<file path="config.mk">
export PLATFORM = sky130hd
export DESIGN_NAME = beep_seq
export DESIGN_NICKNAME = d
export VERILOG_FILES = /design/src/rtl/beep_seq.sv
export SDC_FILE = /design/constraint.sdc
export NUM_CORES = 1
export LEC_CHECK = 0
export ABC_AREA = 1
export CAP_MARGIN = 20
export CORE_MARGIN = 5
export CORE_UTILIZATION = 45
export CTS_CLUSTER_DIAMETER = 50
export DETAILED_ROUTE_END_ITERATION = 12
export GPL_TIMING_DRIVEN = 0
export PLACE_DENSITY = 0.7
export REMOVE_ABC_BUFFERS = 1
export SLEW_MARGIN = 20
export SYNTH_ARGS = -nofsm -noshare
export SYNTH_HDL_FRONTEND = slang
export SYNTH_SLANG_ARGS = --single-unit
</file>
<file path="constraint.sdc">
create_clock -name clk -period 9.25 [get_ports clk]
set_clock_uncertainty 0.2 [all_clocks]
set_input_delay 1.3875 -clock clk [delete_from_list [all_inputs] [get_ports clk]]
set_output_delay 1.3875 -clock clk [all_outputs]
set_load 0.01 [all_outputs]
</file>
<file path="src/rtl/beep_seq.sv">
// Buzzer tone sequencer: manual tones from five active-low keys, or playback
// of a fixed 8-note melody with a silent gap after every note.
module beep_seq #(
    parameter int unsigned TONE_UNIT = 100_000,
    parameter int unsigned NOTE_LEN  = 25_000_000,
    parameter int unsigned GAP_LEN   = 2_500_000
) (
    input  logic       clk,
    input  logic       rst_n,
    input  logic [4:0] key,
    input  logic       start,
    input  logic       stop,
    output logic       beep,
    output logic [4:0] led,
    output logic       busy,
    output logic [2:0] note_idx
);

    typedef enum logic [1:0] {IDLE, MANUAL, PLAY, GAP} state_t;

    state_t      state_r, state_s;
    logic [4:0]  key_s1_r, key_s2_r;
    logic [2:0]  code_r, code_s, sel_s, idx_s;
    logic [31:0] dur_r, tone_r, half_s;
    logic        restart_s;

    function automatic logic [2:0] rom_code(input logic [2:0] idx);
        case (idx)
            3'd0:    rom_code = 3'd1;
            3'd1:    rom_code = 3'd2;
            3'd2:    rom_code = 3'd3;
            3'd3:    rom_code = 3'd4;
            3'd4:    rom_code = 3'd5;
            3'd5:    rom_code = 3'd0;
            3'd6:    rom_code = 3'd3;
            3'd7:    rom_code = 3'd1;
            default: rom_code = 3'd0;
        endcase
    endfunction

    function automatic logic [4:0] thermo(input logic [2:0] code);
        case (code)
            3'd1:    thermo = 5'b00001;
            3'd2:    thermo = 5'b00011;
            3'd3:    thermo = 5'b00111;
            3'd4:    thermo = 5'b01111;
            3'd5:    thermo = 5'b11111;
            default: thermo = 5'b00000;
        endcase
    endfunction

    // Lowest-numbered pressed key wins; 0 means no key pressed.
    always_comb begin
        sel_s = 3'd0;
        for (int i = 4; i >= 0; i--) begin
            if (!key_s2_r[i]) begin
                sel_s = 3'(i + 1);
            end else begin
                sel_s = sel_s;
            end
        end
    end

    // Next-state and next-note selection; stop outranks keys, keys outrank start.
    always_comb begin
        state_s = state_r;
        idx_s   = note_idx;
        case (state_r)
            IDLE: begin
                idx_s = 3'd0;
                if (stop) begin
                    state_s = IDLE;
                end else if (sel_s != 3'd0) begin
                    state_s = MANUAL;
                end else if (start) begin
                    state_s = PLAY;
                end else begin
                    state_s = IDLE;
                end
            end
            MANUAL: begin
                idx_s = 3'd0;
                if (sel_s == 3'd0) begin
                    state_s = IDLE;
                end else begin
                    state_s = MANUAL;
                end
            end
            PLAY: begin
                if (stop) begin
                    state_s = IDLE;
                    idx_s   = 3'd0;
                end else if (sel_s != 3'd0) begin
                    state_s = MANUAL;
                    idx_s   = 3'd0;
                end else if (dur_r == 32'(NOTE_LEN - 1)) begin
                    state_s = GAP;
                end else begin
                    state_s = PLAY;
                end
            end
            GAP: begin
                if (stop) begin
                    state_s = IDLE;
                    idx_s   = 3'd0;
                end else if (sel_s != 3'd0) begin
                    state_s = MANUAL;
                    idx_s   = 3'd0;
                end else if (dur_r == 32'(GAP_LEN - 1)) begin
                    if (note_idx == 3'd7) begin
                        state_s = IDLE;
                        idx_s   = 3'd0;
                    end else begin
                        state_s = PLAY;
                        idx_s   = note_idx + 3'd1;
                    end
                end else begin
                    state_s = GAP;
                end
            end
            default: begin
                state_s = IDLE;
                idx_s   = 3'd0;
            end
        endcase
    end

    // Tone code for the state about to be entered; silent states give 0.
    always_comb begin
        case (state_s)
            MANUAL:  code_s = sel_s;
            PLAY:    code_s = rom_code(idx_s);
            default: code_s = 3'd0;
        endcase
        half_s    = 32'(code_r) * 32'(TONE_UNIT);
        restart_s = (state_s != state_r) || (code_s != code_r);
    end

    // Synchronizer, state, duration/tone counters and registered outputs.
    always_ff @(posedge clk) begin
        if (!rst_n) begin
            key_s1_r <= 5'h1f;
            key_s2_r <= 5'h1f;
            state_r  <= IDLE;
            code_r   <= 3'd0;
            dur_r    <= 32'd0;
            tone_r   <= 32'd0;
            beep     <= 1'b0;
            led      <= 5'd0;
            busy     <= 1'b0;
            note_idx <= 3'd0;
        end else begin
            key_s1_r <= key;
            key_s2_r <= key_s1_r;
            state_r  <= state_s;
            code_r   <= code_s;
            led      <= thermo(code_s);
            busy     <= (state_s == PLAY) || (state_s == GAP);
            note_idx <= idx_s;
            if ((state_s == state_r) && ((state_s == PLAY) || (state_s == GAP))) begin
                dur_r <= dur_r + 32'd1;
            end else begin
                dur_r <= 32'd0;
            end
            if (restart_s || (code_s == 3'd0)) begin
                tone_r <= 32'd0;
                beep   <= 1'b0;
            end else if (tone_r == half_s - 32'd1) begin
                tone_r <= 32'd0;
                beep   <= ~beep;
            end else begin
                tone_r <= tone_r + 32'd1;
                beep   <= beep;
            end
        end
    end

endmodule

</file>
After elaboration in Yosys (flattened, before gate mapping)

Memory sizes are Yosys's and may differ from the RTL's.
Index checks and enable logic that the tools add are counted.

Add/sub/neg operators: 4
$mul: 1
Div/mod/pow operators: 0
$lt $le $gt $ge: 0
Equality and inequality tests: 18
Shifts and indexed selects: 0
Mux-type cells: 26
Bitwise operators: 2
Reduce and logical (&&, ||, !) cells: 12

Operators with widths:

| operator                                                              | count |
|---|---|
| 32-bit by 1-bit adder with 32-bit output (second input constant)      | 2 |
| 3-bit two-way mux                                                     | 11 |
| 32-bit by 22-bit == test with 1-bit output (second input constant)    | 1 |
| 32-bit by 25-bit == test with 1-bit output (second input constant)    | 1 |
| 32-bit == test                                                        | 1 |
| 5-bit one-hot mux with 5 select lines                                 | 1 |
| 20-bit by 1-bit subtractor with 21-bit output (second input constant) | 1 |
| 2-bit two-way mux                                                     | 9 |
| 3-bit by 12-bit multiplier with 15-bit output (second input constant) | 1 |
| 3-bit == test (second input constant)                                 | 3 |
| 3-bit one-hot mux with 3 select lines                                 | 1 |
| 2-bit == test (second input constant)                                 | 4 |
| 2-bit one-hot mux with 4 select lines                                 | 1 |
| 3-bit by 2-bit == test with 1-bit output (second input constant)      | 2 |
| 3-bit zero test                                                       | 2 |
| 3-bit one-hot mux with 2 select lines                                 | 1 |
| 2-bit by 1-bit == test with 1-bit output (second input constant)      | 2 |
| 2-bit OR reduction                                                    | 2 |
| 3-bit by 1-bit adder with 3-bit output (second input constant)        | 1 |
| 3-bit by 1-bit == test with 1-bit output (second input constant)      | 1 |
| 1-bit logical OR                                                      | 3 |
| 3-bit inequality test                                                 | 1 |
| 3-bit nonzero test                                                    | 1 |
| 3-bit OR reduction                                                    | 1 |
| 7 further kinds                                                       | 9 |

Register bits after elaboration: 89
Latch bits: 0
Memory bits (writable): 0
ROM bits: 24
Input bits: 9
Word-level logic and storage cells: 74
Memories: 1

Memories:

| name            | words | bits a word | rd ports | clocked after Yosys merged registers in | write ports | line | RTL |
|---|---|---|---|---|---|---|---|
| (no name shown) | 8     | 3           | 1        | 0                                       | 0           | 28   | `case (idx)` |

Longest topological paths before layout

Gate-level depths: netlist of run 1.

Depth after elaboration: 15
Mapped depth: 22
Gate-level depth less buffers: 21

Least setup slack after synthesis of run 1

Ideal clock, no wire load.

Path kind: input-to-reg
From: input port stop
To: register tone_r[9]
Setup time: 0.061 ns
Arrival time: 3.391 ns
Required time: 8.989 ns
Setup slack: 5.598 ns
Stages on the path: 18
Buffers on the path: 1
Cells stage by stage: inv_1 nand2_2 nor2_1 o21ai_0 o21ai_0 nand2_1 ha_1 inv_1 nand3_1 nand3_1 nand2_2 nand2_2 nand2_1 nand2_1 nor2_4 nand4_4 buf_12 nor2_4

Longest elaborated chain between the ends: 8
Elaborated cells between the ends (all ways): 17

Ends and longest elaborated chain:

| what                                                                                           | line | RTL |
|---|---|---|
| start: declaration                                                                             | 12   | `input logic stop,` |
| 3-bit two-way mux (tied with other cells)                                                      | 103  | `if (stop) begin` |
| 3-bit one-hot mux with 3 select lines or 2-bit one-hot mux with 4 select lines (tied branches) | 68   | `case (state_r)` |
| memory read 8 x 3 bit (tied with other cells)                                                  | -    |  |
| 3-bit one-hot mux with 2 select lines                                                          | 130  | `case (state_s)` |
| 3-bit inequality test                                                                          | 136  | `restart_s = (state_s != state_r) \|\| (code_s != code_r);` |
| 1-bit logical OR                                                                               | 136  |  |
| 1-bit logical OR *                                                                             | 165  | `if (restart_s \|\| (code_s == 3'd0)) begin` |
| 3-bit OR reduction (no line) *                                                                 | -    |  |
| end signal: assignment                                                                         | 172  | `tone_r <= tone_r + 32'd1;` |
| end: declaration                                                                               | 24   | `logic [31:0] dur_r, tone_r, half_s;` |

Mark *: on every way between the ends. The rest lies on a longest branch, timed or not.
A chain may end at the register's enable or synchronous reset.

Worst setup path in the final report of run 1

From: input port stop
To: register tone_r[28]

Longest elaborated chain between the ends: 8
Elaborated cells between the ends (all ways): 17

Ends and longest elaborated chain:

| what                                    | line    | RTL |
|---|---|---|
| 3-bit two-way mux (on tied branches)    | 103, 90 |  |
| 3-bit one-hot mux with 3 select lines * | 68      |  |
| via idx_s[1]                            | 23      | `logic [2:0] code_r, code_s, sel_s, idx_s;` |
| memory read 8 x 3 bit *                 | -       |  |
| 3-bit one-hot mux with 2 select lines * | 130     |  |
| 3-bit inequality test                   | 136     |  |
| 1-bit logical OR                        | 136     |  |
| 1-bit logical OR *                      | 165     |  |
| 3-bit OR reduction (no line) *          | -       |  |

The timed path passes the listed nets; every way through them passes the cells marked *.

==> run summary, run 1 <==
fin worst setup slack - 4700 ps
Worst-Margin Slew - 649 ps
via/cell ratio - 4.74
postcts setup bufs - 0
initial antenna violation count - 0
routed length per instance - 10.9 um
# rows - 41
TritonCTS clock tree - built
post-route minimum period - 4550 ps
Multi-input gate area - 3300 um^2
Slew headroom - 0.563
post-synthesis sequential area ratio - 0.315
Worst EP required - 9320 ps
Port Buffers - 18
Setup crit start kind - primary input
register area - 1780 um^2
critical path data arrival time - 4630 ps
starting density of the core - 0.453
Post-synth EDFFs - 0
CTS Buf Count - 9
clock slew at reported path FFs - 70 ps
crit path kind - primary input to register
Core Util, Final - 0.507
asr flop ratio synth - 0
Ys Warns - 0
CTS root buf - clkbuf_16
first-pass GRT wire length - 19800 um
Vias - 4789
clk buf depth - 2
initial drt markers - 266
DIE AREA - 14900 um^2
ant diodes - 0
final setup violation count - 0
GRT overflow - 0
worst slack at placement - 4320 ps
TNS Setup - 0 ps
HPWL after DPL - 8440 um
clk sinks - 89
total power draw - 0.937 mW
worst-path fanout max - 20
Chip Height - 122 um
fill count - 1251
Ports - 19
HP Class - register to register
Leak Pwr - 2.41 nW
Synth Cell Area - 5650 um^2
synthesized flop and latch total - 89
RSZ-0062 raised after global routing - false
CTS H-tree depth - 3
CP max-delay cell - clkdlybuf4s50_1
maximum VDD drop - 0.116 mV
core box area - 12500 um^2
Area Overhead vs Synth - 11.9%
Max Cap Viol - 0
pins over their slew limit - 0
Final period util - 0.492
layout cells sized above 1 - 0.126
vias in the first global route - 4513
Fin. Hold Viols - 0
Chip Width - 122 um
slowest stage delay, CP - 450 ps
synthesized instance count - 812
post-synth cell types - 38
Top FF cell, synth - dfxtp_1
PD cells - 148 nW/um^2
status - completed
GRT Util Overall - 0.159
gp weighted congestion - 0.896
# resized after CTS - 0
DRT Pass-1 Iters - 5
largest net degree at the start of global routing - 25
Max Fclk - 0.220 GHz
DRC viols - 0
Cell Chain, Critical Path - clkdlybuf4s50_1 -> inv_1 -> nand2_2 -> inv_2 -> nand2_1 -> o21ai_0 -> inv_1 -> ha_1 -> inv_1 -> nand3_1 -> nand3_1 -> nand2_2 -> nand2_2 -> nand2_1 -> nand2_1 -> nor2_4 -> nand4_4 -> buf_12 -> nor2_2
routed wire length - 11000 um
Routed Antenna Nets - 0
Hold-fix buffers, CTS - 0
Critical Path End Type - register
Synth Area per Inst - 6.96 um^2
latest clock arrival within the worst-skew pair - 340 ps
Final nets - 864
cell usage in the layout (no fill, tap or decap), types with 16 or more instances in the layout:
cell and n:
nand2_1 160, nor2_4 23, nor3_1 30, o21ai_0 16, dfxtp_1 89, nor2_1 92, ha_1 22, xor2_1 35
a21oi_1 18, inv_1 122, nand4_1 28, nand3_1 62, clkdlybuf4s50_1 18
through the flow:
step | area [um^2] | std cells | hold slack (ps)
after floorplan | 5570 | 802 | 193
after global placement | 5970 | 992 | 196
after detailed placement | 6030 | 994 | 201
after CTS | 6320 | 1010 | 218
after global routing | 6320 | 1010 | 228
final | 6320 | 1010 | 216
cells in the mapped netlist (2+ instances only):
| master | instances | area share |
|---|---|---|
| a21oi_1 | 18 | 0.016 |
| buf_12 | 2 | 0.0071 |
| clkbuf_1 | 6 | 0.0040 |
| dfxtp_1 | 89 | 0.32 |
| ha_1 | 22 | 0.049 |
| inv_1 | 122 | 0.081 |
| inv_2 | 12 | 0.0080 |
| nand2_1 | 160 | 0.11 |
| nand2_2 | 14 | 0.015 |
| nand3_1 | 62 | 0.055 |
| nand3_2 | 2 | 0.0035 |
| nand4_1 | 28 | 0.031 |
| nor2_1 | 92 | 0.061 |
| nor2_2 | 14 | 0.015 |
| nor2_4 | 23 | 0.046 |
| nor3_1 | 30 | 0.027 |
| nor3_2 | 4 | 0.0071 |
| nor3b_1 | 7 | 0.0093 |
| nor4_1 | 11 | 0.012 |
| o211ai_1 | 4 | 0.0053 |
| o21ai_0 | 16 | 0.014 |
| or2_2 | 14 | 0.015 |
| xnor2_1 | 11 | 0.017 |
| xor2_1 | 35 | 0.054 |
cells by family (layout without fill, tap and decap cells):
| kind of cell | after synthesis | count (layout) | synth area share |
|---|---|---|---|
| xor gates and xnor gates | 46 | 46 | 0.0713 |
| AOI/OAI and AO/OA | 42 | 42 | 0.0416 |
| DFF | 89 | 89 | 0.315 |
| buffers and inverters | 145 | 171 | 0.104 |
| and+or+nand+nor | 468 | 468 | 0.420 |
| adders and majority gates | 22 | 22 | 0.0487 |
metal layers:
layer / vias to the layer above / global-route usage / routed length [um]
met3: 6 / 0.0367 / 304
met4: 0 / 0.0273 / 93
li1: 2615 / - / -
met1: 2119 / 0.213 / 5560
met2: 49 / 0.266 / 5070
met5: - / 0 / 0
where the power goes:
group          switching (mW)  leakage [nW]  internal (mW)  total, mW
logic                   0.114          1.55         0.0620      0.176
clock network           0.156         0.146          0.209      0.365
registers             0.00567         0.720          0.390      0.396
total                   0.275          2.41          0.661      0.937
critical path, delay by kind of cell:
family,cells,cell delay [ps]
AND/OR/NAND/NOR,11,1320
buffers and inverters,6,1210
AO/OA/AOI/OAI,1,350
adder cells (fa/ha/maj),1,300
registers in the layout, indices dropped and copies added (netlist names):
register  flops
led           5
busy          1
state_r       2
note_idx      3
beep          1
code_r        3
dur_r        32
key_s2_r      5
tone_r       32
key_s1_r      5
layout make-up:
| type | instances | area share |
|---|---|---|
| clock buffers | 9 | 0.0356 |
| multi-input cells | 578 | 0.521 |
| inverters | 135 | 0.0801 |
| well taps | 172 | 0.0340 |
| flip-flops and latches | 89 | 0.282 |
| repair buffers | 20 | 0.0360 |
| clock inverters | 7 | 0.0111 |
path summary, 6_finish.rpt:
check / from / endpoint / slack [ps] / cells after the start
worst max-delay path: stop / tone_r[28] / 4700 / 19
worst min-delay path: key_s1_r[4] / key_s2_r[4] / 220 / 1
worst max register to register: code_r[0] / tone_r[28] / 4970 / 15
worst min register to register: key_s1_r[4] / key_s2_r[4] / 220 / 1
(Power assumes the default switching activity.)
==> run 2, diff against run 1 <==
==> constraint.sdc (replaced) <==
create_clock -name clk -period 4.27 [get_ports clk]
set_clock_uncertainty 0.2 [all_clocks]
set_input_delay 0.6405 -clock clk [delete_from_list [all_inputs] [get_ports clk]]
set_output_delay 0.6405 -clock clk [all_outputs]
set_load 0.01 [all_outputs]
==> run 2 against run 1 <==
Die area did not move. Worst setup slack worse by 4300 ps. Utilization is 0.17 points higher. Largest cell class unchanged. Largest power group unchanged.
==> run summary, run 2 (synthesis gave the netlist of run 1 again) <==
Final nets - 865 (was 864)
clk sinks - 89 (unchanged)
Final period util - 0.897
largest net degree at the start of global routing - 25 (unchanged)
RSZ-0062 raised after global routing - false (unchanged)
CTS Buf Count - 9 (unchanged)
crit path kind - register to register (was primary input to register)
starting density of the core - 0.453 (unchanged)
layout cells sized above 1 - 0.129 (was 0.126)
DIE AREA - 14900 um^2 (unchanged)
most frequent cells in the layout - nand2_1 (160), inv_1 (122), nor2_1 (92) (unchanged)
placed cell count - 994 (unchanged)
ant diodes - 0 (unchanged)
Critical Path End Type - register (unchanged)
Chip Height - 122 um (unchanged)
maximum VDD drop - 0.252 mV (was 0.116 mV)
TNS Setup - 0 ps (unchanged)
Area Overhead vs Synth - 12.2% (was 11.9%)
clk buf depth - 2 (unchanged)
# rows - 41 (unchanged)
routed length per instance - 10.9 um (about the same)
status - completed (unchanged)
first-pass GRT wire length - 19800 um (about the same)
post-route minimum period - 3830 ps
clock slew at reported path FFs - 70 ps (about the same)
CTS root buf - clkbuf_16 (unchanged)
DRT Pass-1 Iters - 5 (unchanged)
CTS H-tree depth - 3 (unchanged)
GRT Util Overall - 0.159 (about the same)
Regs by FF count - dur_r x32, tone_r x32 (unchanged)
Worst Setup SP - code_r[0] (was stop)
gp weighted congestion - 0.896 (unchanged)
latest clock arrival within the worst-skew pair - 340 ps (about the same)
Vias - 4800 (was 4789)
vias in the first global route - 4515 (was 4513)
PD cells - 320 nW/um^2 (was 148 nW/um^2)
DRC viols - 0 (unchanged)
Worst EP required - 4290 ps (was 9320 ps)
Max Cap Viol - 0 (unchanged)
HPWL after DPL - 8440 um (unchanged)
initial drt markers - 277 (was 266)
Chip Width - 122 um (unchanged)
TritonCTS clock tree - built (unchanged)
HP Class - register to register (unchanged)
final non-filler cell total - 1011 (was 1010)
initial antenna violation count - 0 (unchanged)
Routed Antenna Nets - 0 (unchanged)
critical path data arrival time - 3850 ps (was 4630 ps)
core box area - 12500 um^2 (unchanged)
GRT overflow - 0 (unchanged)
worst-path fanout max - 20 (unchanged)
Leak Pwr - 2.42 nW (was 2.41 nW)
Slew headroom - 0.561 (was 0.563)
Worst-Margin Slew - 653 ps (was 649 ps)
Max Fclk - 0.261 GHz
Port Buffers - 18 (unchanged)
routed wire length - 11000 um (about the same)
final setup violation count - 0 (unchanged)
commonest non-fill, non-tap cell in the layout - nand2_1 (unchanged)
worst r2r src - code_r[0] (unchanged)
Fin. Hold Viols - 0 (unchanged)
Setup crit start kind - register (was primary input)
pins over their slew limit - 0 (unchanged)
via/cell ratio - 4.75 (was 4.74)
Ports - 19 (unchanged)
Hold Startpoint - key_s1_r[4] (unchanged)
## run 2: cell types whose count changed in the layout (fill, tap and decap cells not counted)
cell     delta
buf_12      +1
dfxtp_1     -1
dfxtp_2     +1
## run 2: routing by layer
metal | wire (um) | GRT usage | vias to the layer above
met5 | 0 | 0 | -
met4 | 104 | 0.0273 | 0
met3 | 288 | 0.0367 | 8
met2 | 5040 | 0.266 | 47
met1 | 5590 | 0.213 | 2126
li1 | - | - | 2619
## run 2: path summary, 6_finish.rpt
| path | endpoint | slack (ps) | cells past startpoint |
|---|---|---|---|
| setup / recovery | tone_r[28] | 440 | 15 |
| hold / removal | key_s2_r[4] | 210 | 1 |
| setup reg to reg | tone_r[28] | 440 | 15 |
| hold reg to reg | key_s2_r[4] | 210 | 1 |
## run 2: worst max-delay path, cell delays in order, from the launching register on
cell and delay [ps]:
dfxtp_2 450, inv_1 180, ha_1 410, ha_1 360, xor2_1 190, inv_1 70
nand3_1 150, nor2_1 250, nand4_1 260, o21ai_0 340, nand3_1 110, nor2_1 160
nand2_1 150, nand4_4 130, buf_12 220, nor2_2 40
## run 2: report_power, final
part | switching (mW) | internal, mW | leakage (nW) | total (mW)
sequential | 0.0121 | 0.845 | 0.720 | 0.857
combinational | 0.247 | 0.138 | 1.56 | 0.386
clock | 0.337 | 0.454 | 0.146 | 0.790
total | 0.596 | 1.44 | 2.42 | 2.03
## run 2: repair_timing
action,4_1_cts,5_1_grt
buffers inserted,0,1
gates resized for setup,1,0
hold buffers,0,0
pin swaps,1,0
cloned,0,0
hold endpoints to repair,0,0
endpoints found under the setup margin,20,20
## run 2: stage by stage
stage	util	hold slack [ps]	area (um^2)	setup slack (ps)	power, mW
2_1_floorplan	-	193	5570	570	1.16
3_3_place_gp	0.479	196	5970	-393	1.24
3_5_place_dp	0.484	201	6030	-36.1	1.26
4_1_cts	0.507	218	6320	159	2.05
5_1_grt	0.509	228	6340	181	2.15
6_report	0.509	215	6340	442	2.03
## run 2: layout make-up
type,count,area (um^2)
Fill cell,1243,6120
Multi-Input combinational cell,578,3300
Sequential cell,89,1780
Inverter,135,507
Timing Repair Buffer,21,248
Clock buffer,9,225
Tap cell,172,215
Clock inverter,7,70.1
